[src/rtl/shift_seq_n_pkg.sv]
// Shared definitions for the sequential shift/rotate engine: shift mode
// encoding and FSM state encoding.
package shift_seq_pkg;

  // One-step shift modes, as presented on the mode input
  typedef enum logic [2:0] {
    MODE_SLL    = 3'd0,  // shift left, LSB <= 0
    MODE_SRL    = 3'd1,  // shift right, MSB <= 0
    MODE_SRA    = 3'd2,  // shift right, MSB kept
    MODE_ROL    = 3'd3,  // rotate left
    MODE_ROR    = 3'd4,  // rotate right
    MODE_SL_SER = 3'd5,  // shift left, LSB <= ser_in
    MODE_SR_SER = 3'd6,  // shift right, MSB <= ser_in
    MODE_RSV    = 3'd7   // reserved: vector holds
  } mode_e;

  // Sequencer states
  typedef enum logic [1:0] {
    IDLE  = 2'd0,
    SHIFT = 2'd1,
    DONE  = 2'd2
  } state_e;

endpackage

[src/rtl/shift_seq_n_if.sv]
// Request/result bundle of the shift engine. The requester drives the
// operand side, the engine drives the result side.
interface shift_seq_n_if #(
  parameter int WIDTH = 8,
  parameter int AMT_W = 3
);
  logic             start;
  logic [2:0]       mode;
  logic [AMT_W-1:0] amt;
  logic [WIDTH-1:0] din;
  logic             ser_in;
  logic [WIDTH-1:0] dout;
  logic             ser_out;
  logic             busy;
  logic             done;

  modport master (
    output start, mode, amt, din, ser_in,
    input  dout, ser_out, busy, done
  );

  modport slave (
    input  start, mode, amt, din, ser_in,
    output dout, ser_out, busy, done
  );
endinterface

[src/rtl/shift_seq_n_step.sv]
// Combinational single-position shift/rotate for one engine step.
// out_bit is the bit leaving the vector (MSB for left moves, LSB for
// right moves); the reserved mode passes the vector through unchanged.
module shift_step
  import shift_seq_pkg::*;
#(
  parameter int WIDTH = 8
) (
  input  logic [WIDTH-1:0] vec,
  input  mode_e            mode,
  input  logic             ser_in,
  output logic [WIDTH-1:0] next_vec,
  output logic             out_bit
);

  // Select the one-step result and the departing bit for the current mode
  always_comb begin
    next_vec = vec;
    out_bit  = 1'b0;
    case (mode)
      MODE_SLL: begin
        next_vec = {vec[WIDTH-2:0], 1'b0};
        out_bit  = vec[WIDTH-1];
      end
      MODE_SRL: begin
        next_vec = {1'b0, vec[WIDTH-1:1]};
        out_bit  = vec[0];
      end
      MODE_SRA: begin
        next_vec = {vec[WIDTH-1], vec[WIDTH-1:1]};
        out_bit  = vec[0];
      end
      MODE_ROL: begin
        next_vec = {vec[WIDTH-2:0], vec[WIDTH-1]};
        out_bit  = vec[WIDTH-1];
      end
      MODE_ROR: begin
        next_vec = {vec[0], vec[WIDTH-1:1]};
        out_bit  = vec[0];
      end
      MODE_SL_SER: begin
        next_vec = {vec[WIDTH-2:0], ser_in};
        out_bit  = vec[WIDTH-1];
      end
      MODE_SR_SER: begin
        next_vec = {ser_in, vec[WIDTH-1:1]};
        out_bit  = vec[0];
      end
      default: begin
        next_vec = vec;
        out_bit  = 1'b0;
      end
    endcase
  end

endmodule

[src/rtl/shift_seq_n.sv]
// Multi-cycle shift/rotate engine: loads an operand on start, applies one
// shift step per clock for amt clocks, then pulses done for one cycle.
module shift_seq_n
  import shift_seq_pkg::*;
#(
  parameter int WIDTH = 8,
  parameter int AMT_W = 3
) (
  input logic          clk,
  input logic          rst_n,
  shift_seq_n_if.slave bus
);

  state_e           state_reg;
  mode_e            mode_reg;
  logic [AMT_W-1:0] cnt_reg;
  logic [WIDTH-1:0] dout_reg;
  logic             ser_out_reg;
  logic             busy_reg;
  logic             done_reg;

  logic [WIDTH-1:0] step_vec;
  logic             step_bit;

  shift_step #(
    .WIDTH (WIDTH)
  ) u_step (
    .vec      (dout_reg),
    .mode     (mode_reg),
    .ser_in   (bus.ser_in),
    .next_vec (step_vec),
    .out_bit  (step_bit)
  );

  // Sequencer: capture on start, step until the count expires, pulse done
  always_ff @(posedge clk or negedge rst_n) begin
    if (!rst_n) begin
      state_reg   <= IDLE;
      mode_reg    <= MODE_SLL;
      cnt_reg     <= '0;
      dout_reg    <= '0;
      ser_out_reg <= 1'b0;
      busy_reg    <= 1'b0;
      done_reg    <= 1'b0;
    end else begin
      case (state_reg)
        IDLE: begin
          if (bus.start) begin
            dout_reg <= bus.din;
            mode_reg <= mode_e'(bus.mode);
            busy_reg <= 1'b1;
            if (bus.amt == '0) begin
              state_reg <= DONE;
              done_reg  <= 1'b1;
            end else begin
              state_reg <= SHIFT;
              cnt_reg   <= bus.amt;
            end
          end
        end
        SHIFT: begin
          dout_reg <= step_vec;
          // Reserved mode moves nothing, so the serial output keeps its value
          if (mode_reg != MODE_RSV) begin
            ser_out_reg <= step_bit;
          end
          cnt_reg <= cnt_reg - AMT_W'(1);
          if (cnt_reg == AMT_W'(1)) begin
            state_reg <= DONE;
            done_reg  <= 1'b1;
          end
        end
        DONE: begin
          state_reg <= IDLE;
          busy_reg  <= 1'b0;
          done_reg  <= 1'b0;
        end
        default: begin
          state_reg <= IDLE;
          busy_reg  <= 1'b0;
          done_reg  <= 1'b0;
        end
      endcase
    end
  end

  assign bus.dout    = dout_reg;
  assign bus.ser_out = ser_out_reg;
  assign bus.busy    = busy_reg;
  assign bus.done    = done_reg;

endmodule

[src/flat_wrapper.sv]
// flat-port wrapper written by rule: the top's interface ports become plain ports
module shift_seq_n_flat import shift_seq_pkg::*;
#(
  parameter int WIDTH = 8,
  parameter int AMT_W = 3
)
  (clk, rst_n, bus_start, bus_mode, bus_amt, bus_din, bus_ser_in, bus_dout, bus_ser_out, bus_busy, bus_done);
  shift_seq_n_if #(.WIDTH(WIDTH), .AMT_W(AMT_W)) bus_i ();
  input logic clk;
  input logic rst_n;
  input wire logic [$bits(bus_i.start)-1:0] bus_start;
  input wire logic [$bits(bus_i.mode)-1:0] bus_mode;
  input wire logic [$bits(bus_i.amt)-1:0] bus_amt;
  input wire logic [$bits(bus_i.din)-1:0] bus_din;
  input wire logic [$bits(bus_i.ser_in)-1:0] bus_ser_in;
  output wire logic [$bits(bus_i.dout)-1:0] bus_dout;
  output wire logic [$bits(bus_i.ser_out)-1:0] bus_ser_out;
  output wire logic [$bits(bus_i.busy)-1:0] bus_busy;
  output wire logic [$bits(bus_i.done)-1:0] bus_done;
  assign bus_i.start = bus_start;
  assign bus_i.mode = bus_mode;
  assign bus_i.amt = bus_amt;
  assign bus_i.din = bus_din;
  assign bus_i.ser_in = bus_ser_in;
  assign bus_dout = bus_i.dout;
  assign bus_ser_out = bus_i.ser_out;
  assign bus_busy = bus_i.busy;
  assign bus_done = bus_i.done;
  shift_seq_n #(.WIDTH(WIDTH), .AMT_W(AMT_W)) u_core (.clk(clk), .rst_n(rst_n), .bus(bus_i));
endmodule
[config.mk]
export PLATFORM = sky130hd
export DESIGN_NAME = shift_seq_n_flat
export DESIGN_NICKNAME = d
export VERILOG_FILES = /design/src/rtl/shift_seq_n_pkg.sv /design/src/rtl/shift_seq_n_if.sv /design/src/rtl/shift_seq_n_step.sv /design/src/rtl/shift_seq_n.sv /design/src/flat_wrapper.sv
export SDC_FILE = /design/constraint.sdc
export NUM_CORES = 1
export LEC_CHECK = 0
export CAP_MARGIN = 20
export CORE_MARGIN = 5
export CORE_UTILIZATION = 49
export CTS_CLUSTER_SIZE = 12
export DETAILED_ROUTE_END_ITERATION = 8
export PLACE_DENSITY = 0.88
export REMOVE_ABC_BUFFERS = 1
export SYNTH_ARGS = -nofsm -noshare
export SYNTH_HDL_FRONTEND = slang
export SYNTH_SLANG_ARGS = --single-unit
[constraint.sdc]
create_clock -name clk -period 1.45 [get_ports clk]
set_input_delay 0.2175 -clock clk [delete_from_list [all_inputs] [get_ports clk]]
set_output_delay 0.2175 -clock clk [all_outputs]
set_load 0.03 [all_outputs]
==> flow_summary.ini <==
[run_status]
status = finished, final reports clean

[synth]
synth-seq-area-share_pct = 39.5
ys_warn_count = 0
yosysTopAreaCell = dfrtp_1
ys.flop_type = dfrtp_1
postSynthAreaPerCell_um2 = 10.1
synth_edf_count = 0
syn_area_mm2 = 0.00120
ys_types = 36
ys_async_sr_fraction_pct = 100
yosys.area.top_type_share_pct = 39.5
synth_top_cells_by_area = dfrtp_1 39%, o211ai_2 6.2%, mux2i_1 5.8%
synth_cells = 119
synth_seq_cells = 19

[worst_setup_path]
critPathRequiredTime_ns = 1.23
worst-path-stages = 1
ff2ff_path_depth = 5
rr_startpoint = u_core.mode_reg[1]$_DFFE_PN0P_
cp.buffers_inverters = 1
path_class = reg2out
cp_slowest_cell = dfrtp_1
arrival_ns = 1.16
start_kind = flop
endpoint_kind = output port
path_max_fanout = 4
timing.rr.end = u_core.bus.dout[6]$_DFFE_PN0P_
r2r_slack_ns = 0.08
path_delay_family = flip-flops
max_stage_delay_ns = 0.43
crit_chain = dlygate4sd2_1

[routing]
avgRoutedWirePerCell_um = 16.2
dr.first_iter.drc_count = 32
vias = 1170
wirelength_um = 3210
drtPass1Iterations = 4
drc = 0
via_per_inst = 5.91
ant_nets = 0

[die]
io_pins = 29
die_y_um = 59.6
rows = 18
initial_utilization_pct = 50.0
die_width_um = 59.6
die_area_mm2 = 0.00355
core_area_mm2 = 0.00241

[grt]
gr-usage-all-layers_pct = 19.2
grt_pass1_wl_um = 5180
grt.busiest_layer = met2
globalRouteMet2Util_pct = 33.9
use_met1_pct = 20.5
grt_max_degree = 20
grt_overflow_total = 0
grt_pass1_vias = 1191
antenna_found_initial = 0
use_met3_pct = 4.14

[timing]
hold_viol_final = 0
slew_violations = 0
fin_crit_sh_pct = 95.1
fmax_mhz = 725
post-route-min-period_ns = 1.38
tightest_slew_ns = 0.319
skew_ns = 0.0125
rsz0062_at_grt = false
setup_viol = 0
relSlewSlack_pct = 78.7

[clocking]
htreeDepth = 1
cts_buffers = 3
clockRootBuffer = clkbuf_4
cts.sinks = 19
cts_tree = built
clk_latency_ns = 0.31
clk_pin_slew_ns = 0.12
clockBufferDepth = 2

[power]
ir_drop_uv = 1420
intPower_uw = 2390
p_sw_uw = 2090
switching_share_pct = 46.6
combPwrFrac_pct = 69.4
p_per_area_mw_per_mm2 = 2630
power_frac_clock_pct = 6.2
power_frac_seq_pct = 24.3
power_uw = 4480
power_leakage_uw = 0.000790

[layout]
area_growth_syn_to_layout_pct = 41.2
fin_util_pct = 70.6
drive_above_1_share_pct = 25.6
final_cell_mix = 22 x buf_4, 17 x clkdlybuf4s50_1, 17 x dfrtp_1, 11 x dlygate4sd2_1
antenna_cells = 0
largest_reg_flops = 8
final_common_cell = buf_4
fin_nets = 189

[hold_path]
hold_class = in2async

[placement]
routabilityCongestion = 0.795
dp.final_hpwl_um = 2450
portBuffers = 28

[job]
cap_violations = 0
[cell families (layout without fill, tap and decap cells)]
group / after synthesis / in the layout / synth area share, %
AOI/OAI and AO/OA: 31 / 31 / 21.9
buffers and inverters: 12 / 61 / 5.29
adders and majority gates: 2 / 2 / 2.08
DFF: 19 / 19 / 39.5
and+or+nand+nor: 42 / 42 / 18.7
muxes: 11 / 11 / 9.55
xor gates and xnor gates: 2 / 2 / 3.01
[synth_stat cells, types with 2 or more instances]
cell type,n
inv_1,4
ha_1,2
nand3_1,9
o211ai_2,6
nand2b_1,4
a31oi_1,2
mux2_1,4
o211ai_1,2
nand4b_1,2
nor3b_1,2
a41o_1,2
nand2_1,9
nor2b_1,4
buf_2,3
buf_4,2
o21ai_1,5
mux2i_1,7
a21oi_1,8
dfrtp_1,19
nor2_1,7
[power groups by stage]
stage          clock, µW  combinational [µW]  sequential, µW
6_report             279                3110            1090
5_1_grt              311                3350            1130
4_1_cts              289                2950            1100
3_5_place_dp           0                2910            1110
3_3_place_gp           0                2740            1080
2_1_floorplan          0                1480            1440
[worst max-delay path by stage]
stage / end / slack (ns) / from
finish: bus_dout[3] / 0.07 / u_core.bus.dout[3]$_DFFE_PN0P_
global route: u_core.bus.dout[6]$_DFFE_PN0P_ / 0.001 / u_core.state_reg[1]$_DFFE_PN0P_
CTS: u_core.bus.dout[6]$_DFFE_PN0P_ / 0.008 / u_core.state_reg[0]$_DFFE_PN0P_
detailed placement: u_core.mode_reg[1]$_DFFE_PN0P_ / -0.17 / bus_start
global placement: u_core.mode_reg[2]$_DFFE_PN0P_ / -0.13 / bus_start
floorplan: u_core.bus.dout[7]$_DFFE_PN0P_ / -0.16 / u_core.state_reg[0]$_DFFE_PN0P_
[per-layer routing]
metal / share of wire, % / up-vias
met5: 0 / -
met3: 6.8 / 16
met4: 3.9 / 0
met1: 35 / 569
li1: - / 524
met2: 54 / 61
[final cells by class]
type                    count  area [µm²]
inverters                   5        18.8
fillers                   177         708
multi-input cells          88         668
flip-flops and latches     19         478
well taps                  30        37.5
repair buffers             52         472
clock buffers               3        22.5
clock inverters             1        5.00
[repair_timing]
action	4_1_cts	5_1_grt
resized for setup	12	2
endpoints found under the setup margin	19	11
pin swaps	1	0
hold endpoints to repair	0	0
buffers inserted	1	4
hold buffers	0	0
[stage by stage]
step           instances  setup slack, ns  hold slack [ns]  TNS [ns]  instance area (µm²)
2_1_floorplan        112           -0.157          -0.0781    -0.256                 1160
3_3_place_gp         189           -0.126            0.491     -1.26                 1620
3_5_place_dp         189           -0.169            0.509     -1.85                 1620
4_1_cts              194          0.00760            0.225         0                 1660
5_1_grt              198          0.00148            0.235         0                 1700
6_report             198           0.0716            0.225         0                 1700
Power figures use the tool's default switching activity.
==> variant 1 (same settings) <==
`WIDTH` is set to 8 in 4 places; all go to 9.
--- a/src/rtl/shift_seq_n_if.sv
+++ b/src/rtl/shift_seq_n_if.sv
@@ -2,5 +2,5 @@
 // operand side, the engine drives the result side.
 interface shift_seq_n_if #(
-  parameter int WIDTH = 8,
+  parameter int WIDTH = 9,
   parameter int AMT_W = 3
 );
--- a/src/rtl/shift_seq_n_step.sv
+++ b/src/rtl/shift_seq_n_step.sv
@@ -5,5 +5,5 @@
   import shift_seq_pkg::*;
 #(
-  parameter int WIDTH = 8
+  parameter int WIDTH = 9
 ) (
   input  logic [WIDTH-1:0] vec,
--- a/src/rtl/shift_seq_n.sv
+++ b/src/rtl/shift_seq_n.sv
@@ -4,5 +4,5 @@
   import shift_seq_pkg::*;
 #(
-  parameter int WIDTH = 8,
+  parameter int WIDTH = 9,
   parameter int AMT_W = 3
 ) (
--- a/src/flat_wrapper.sv
+++ b/src/flat_wrapper.sv
@@ -2,5 +2,5 @@
 module shift_seq_n_flat import shift_seq_pkg::*;
 #(
-  parameter int WIDTH = 8,
+  parameter int WIDTH = 9,
   parameter int AMT_W = 3
 )
Interface: changed (resized bus_din and bus_dout); port bits go from 29 to 31. The function was not compared with the original's and may differ.
==> variant 1 against the original RTL <==
  * Register-to-register slack got worse by 0.02 ns
  * Sequential cell count increased by 1
  * Setup slack got worse by 0.014 ns
  * Utilization decreased by 1.4 points
  * Synthesized area increased by 4.4%
  * Via count decreased by 4.5%
  * Routed wire length decreased by 5.8%
  * Critical path depth increased by 3
  * Clock skew decreased by 0.011 ns
  * Total power about the same
  * Count of clock-buffer cells in the layout increased by 1
  * Design area increased by 0.81%
  * Die area increased by 3.6%
==> variant 1: results (changes against the original RTL) <==
outcome completed (unchanged); initial drt markers 38 (was 32); gp weighted congestion 0.883 (was 0.795); first-pass GRT wire length 5000 µm (was 5180 µm); met2 Track Usage GR 32.5% (was 33.9%); sw frac 46.7% (was 46.6%); Worst path slowest cell dfrtp_2 (was dfrtp_1); Yosys cell types 38 (was 36); DRT Wirelength 3030 µm (was 3210 µm); met3 usage 2.98% (was 4.14%); Avg Inst Size Synth 10.6 µm² (was 10.1 µm²); Seq/Total Area, Yosys 39.8% (was 39.5%); PortBufs 30 (was 28); seq pwr 1.19 mW (was 1.09 mW); Crit Path Max Fanout 8 (was 4); metal2 WL 1580 µm (was 1730 µm); worst-margin pin slew 0.388 ns (was 0.319 ns); routed vias/inst 5.73 (was 5.91); WL met3 205 µm (was 217 µm); DP Worst Slack -0.162 ns (was -0.169 ns); Clock net power 317 µW (was 279 µW); post-CTS setup buffer count 0 (was 1); post-placement cell count 191 (was 189); pin count of the biggest net entering global routing 21 (was 20); crit-path max cell delay 0.46 ns (was 0.43 ns); fin cells 195 (was 198); Met1 Routed Length 1190 µm (was 1140 µm); Pleak 0.782 nW (was 0.790 nW); internal power 2.39 mW (about the same); All-Layer GR Usage 17.9% (was 19.2%); Yosys Warn Count 0 (unchanged); GR Util met1 20.8% (was 20.5%); ranking of synthesized cells by area dfrtp_1 40%, o211ai_2 7.0%, mux2i_1 6.4%, nand3_1 3.6%, buf_6 3.6% (was dfrtp_1 39%, o211ai_2 6.2%, mux2i_1 5.8%, nand3_1 3.7%, mux2_1 3.7%); ratio of cells with drive above 1 in the final layout 23.6% (was 25.6%); Clock Latency Late Sink 0.29 ns (was 0.31 ns); vias in the first global route 1150 (was 1191); Max Clock Skew 0.00133 ns (was 0.0125 ns); VDD IR max 1520 µV (was 1420 µV); most frequent cells after synthesis 20 x dfrtp_1, 10 x nand2_1, 9 x nand3_1, 9 x nor2_1, 8 x mux2i_1 (was 19 x dfrtp_1, 9 x nand2_1, 9 x nand3_1); Layout fillers 201 (was 177); max reg flops 9 (was 8)
[variant 1: cell count changes in the layout (fill, tap and decap cells not counted), moves of 2 or more]
| cell | change |
|---|---|
| buf_4 | -5 |
| o21ai_1 | -4 |
| a21oi_1 | -3 |
| a32oi_1 | +3 |
| a31oi_1 | +2 |
| dfrtp_2 | +2 |
| nand2b_1 | -2 |
| nand4b_1 | -2 |
| nor2_1 | +2 |
| nor3b_1 | -2 |
| o211ai_1 | -2 |
[variant 1: path summary, 6_finish.rpt]
kind | cells past startpoint | from | to | slack (ns)
worst max-delay path | 4 | u_core.mode_reg[2] | u_core.bus.ser_out | 0.06
worst min-delay path | 2 | rst_n | u_core.bus.ser_out | 0.25
worst max register to register | 4 | u_core.mode_reg[2] | u_core.bus.ser_out | 0.06
worst min register to register | 2 | u_core.bus.busy | u_core.bus.busy | 0.50
max in group asynchronous | 2 | rst_n | u_core.mode_reg[1] | 0.97
min in group clk | 2 | u_core.bus.busy | u_core.bus.busy | 0.50
[variant 1: layout make-up]
class	instances	area, µm²	area share, %
multi-input cells	87	681	39.7
well taps	30	37.5	2.19
flip-flops and latches	20	505	29.5
repair buffers	48	433	25.2
inverters	6	22.5	1.31
clock buffers	4	36.3	2.12
[variant 1: kinds of logic after synthesis]
group                    synth area share [%]
AO/OA/AOI/OAI                            21.8
XOR/XNOR                                 2.89
flip-flops                               39.8
AND/OR/NAND/NOR                          17.6
adder cells (fa/ha/maj)                  2.79
buffers and inverters                    6.07
multiplexers                             9.05
[variant 1: metrics by stage]
| stage | instance area [µm²] | setup TNS, ns |
|---|---|---|
| 2_1_floorplan | 1200 | 0 |
| 3_3_place_gp | 1690 | -1.09 |
| 3_5_place_dp | 1690 | -1.67 |
| 4_1_cts | 1710 | 0 |
| 5_1_grt | 1720 | 0 |
| 6_report | 1720 | 0 |
==> variant 2 (same flow settings) <==
Made on the original files. Re-encode `state_e` (3 states) as one-hot, 3 bits wide.
--- a/src/rtl/shift_seq_n_pkg.sv
+++ b/src/rtl/shift_seq_n_pkg.sv
@@ -16,8 +16,8 @@
 
   // Sequencer states
-  typedef enum logic [1:0] {
-    IDLE  = 2'd0,
-    SHIFT = 2'd1,
-    DONE  = 2'd2
+  typedef enum logic [2:0] {
+    IDLE  = 3'b001,
+    SHIFT = 3'b010,
+    DONE  = 3'b100
   } state_e;
 
Function: same outputs for any inputs over 10 cycles, from zero or initial values and one cycle with rst_n low; not proved beyond that.
==> variant 2 against the original RTL <==
  * The run now ends with negative setup slack left
  * Routed wire length up 1.8%
  * Hold slack improved by 0.024 ns
  * Fmax down 8.7%
  * Clock skew shrank 0.011 ns
  * Sequential cell count up 1
  * Setup slack lost 0.13 ns
  * Critical path depth rose by 2
  * Non-clock buffer count up 2
  * Synthesized cell count rose by 4.2%
  * Total power decreased by 11%
  * Synthesized area fell by 0.10%
  * Design area increased by 4.3%
  * Critical path type is now reg -> reg
  * Largest cell class unchanged
  * Largest power group unchanged
  * Highest routed layer unchanged
==> variant 2: results (changes against the original RTL) <==
outcome complete, but fails checks (was completed); ranking of synthesized cells by area dfrtp_1 40%, mux2i_1 10%, o21ai_0 5.4%, a21oi_1 4.6%, and3_1 4.2% (was dfrtp_1 39%, o211ai_2 6.2%, mux2i_1 5.8%, nand3_1 3.7%, mux2_1 3.7%); cell count of the worst reg-to-reg path 3 (was 5); Crit Path Max Fanout 7 (was 4); Layout fillers 169 (was 177); synthesized area 1200 µm² (about the same); Max Clock Skew 0.00112 ns (was 0.0125 ns); Seq/Total Area, Yosys 41.7% (was 39.5%); initial drt markers 39 (was 32); Nets 196 (was 189); wire length per cell 16.0 µm (was 16.2 µm); Worst path slowest cell dfstp_2 (was dfrtp_1); worst reg2reg startpoint u_core.state_reg[0] (was u_core.mode_reg[1]); Avg Inst Size Synth 9.71 µm² (was 10.1 µm²); clk buf depth 2 (unchanged); worst setup margin -0.0600 ns (was 0.0716 ns); hpwl dp 2240 µm (was 2450 µm); Final setup viols 10 (was 0); pin count of the biggest net entering global routing 21 (was 20); worst-margin pin slew 0.335 ns (was 0.319 ns); VDD IR max 1650 µV (was 1420 µV); # diodes 0 (unchanged); routed vias/inst 5.71 (was 5.91); gp weighted congestion 0.825 (was 0.795); fin cells 205 (was 198); vias in the first global route 1158 (was 1191); TNS Setup -0.358 ns (was 0 ns); RR Endpoint u_core.mode_reg[0] (was u_core.bus.dout[6]); crit-path max cell delay 0.61 ns (was 0.43 ns); failing checks negative setup slack; Worst EP arrival 1.70 ns (was 1.16 ns); PortBufs 28 (unchanged); max reg flops 8 (unchanged); most frequent cells after synthesis 19 x dfrtp_1, 13 x o21ai_0, 12 x mux2i_1 (was 19 x dfrtp_1, 9 x nand2_1, 9 x nand3_1); first-pass GRT wire length 5170 µm (was 5180 µm); ratio of cells with drive above 1 in the final layout 28.0% (was 25.6%); Pleak 0.851 nW (was 0.790 nW); All-Layer GR Usage 19.1% (was 19.2%)
-- variant 2: cell types whose count changed in the layout (fill, tap and decap cells not counted), moves of 3 or more --
cell      before  now
a21oi_2        0    4
and3_1         0    7
buf_6          0    3
mux2_1         4    0
mux2_4         0    3
mux2i_1        7   11
nand2_1        9    3
nand3_1        9    4
o211ai_2       6    0
o21ai_0        1    7
-- variant 2: timing repair --
action,in CTS,in global routing
hold buffers,0,0
cloned,0,0
gates resized for setup,22,16
buffers inserted,3,3
pin swaps,2,6
endpoints found under the setup margin,28,17
-- variant 2: logic make-up (layout without fill, tap and decap cells) --
family,count (synthesis),in the layout,synth area share (%)
compound gates,34,34,17.5
simple gates,39,39,19.2
mux,15,15,12.8
buf+inv,13,64,6.03
xor+xnor,1,1,0.728
flops,20,20,41.7
fa+ha+maj,2,2,2.08
-- variant 2: per-layer routing --
layer  wire (µm)  part of all wire [%]  global-route usage, %  vias up
met2        1810                    55                   33.9       34
met4          28                  0.86                   7.59        0
met5           0                     0                      0        -
li1            -                     -                      -      550
met3         167                   5.1                   3.05        4
met1        1260                    39                   22.9      583
-- variant 2: worst max-delay path by stage --
stage | slack [ns] | cells past startpoint | startpoint | to
finish | -0.06 | 3 | u_core.state_reg[0] | u_core.mode_reg[0]
global route | -0.12 | 5 | u_core.state_reg[0] | u_core.bus.dout[2]
CTS | -0.02 | 3 | u_core.state_reg[2] | u_core.cnt_reg[0]
detailed placement | -0.25 | 5 | bus_start | u_core.bus.dout[3]
global placement | -0.21 | 4 | bus_start | u_core.cnt_reg[0]
floorplan | -0.44 | 4 | u_core.state_reg[2] | u_core.bus.dout[1]
-- variant 2: power breakdown --
part / total [mW] / switching (mW) / internal [mW]
Sequential: 1.10 / 0.257 / 0.845
Combinational: 2.54 / 1.31 / 1.24
Clock: 0.327 / 0.174 / 0.153
-- variant 2: cell type report --
type | count | area, µm² | share of cell area, %
clock buffers | 4 | 36.3 | 2.04
inverters | 6 | 22.5 | 1.27
multi-input cells | 91 | 703 | 39.6
flip-flops and latches | 20 | 503 | 28.3
repair buffers | 54 | 473 | 26.6
well taps | 30 | 37.5 | 2.11
-- variant 2: metrics by stage --
stage          setup WS, ns  area, µm²  util, %  hold slack [ns]  power, mW
2_1_floorplan        -0.443       1150        -          -0.0781       2.47
3_3_place_gp         -0.210       1620     67.3            0.465       3.30
3_5_place_dp         -0.246       1620     67.3            0.473       3.41
4_1_cts             -0.0173       1710     70.9            0.254       3.78
5_1_grt              -0.120       1780     73.7            0.262       4.23
6_report            -0.0600       1780     73.7            0.249       3.97
-- variant 2: worst reg2reg max path, cell delays in order (launching register included) --
cell and delay (ns):
dfstp_2 0.61, and4bb_4 0.36, buf_6 0.14, mux2_4 0.30
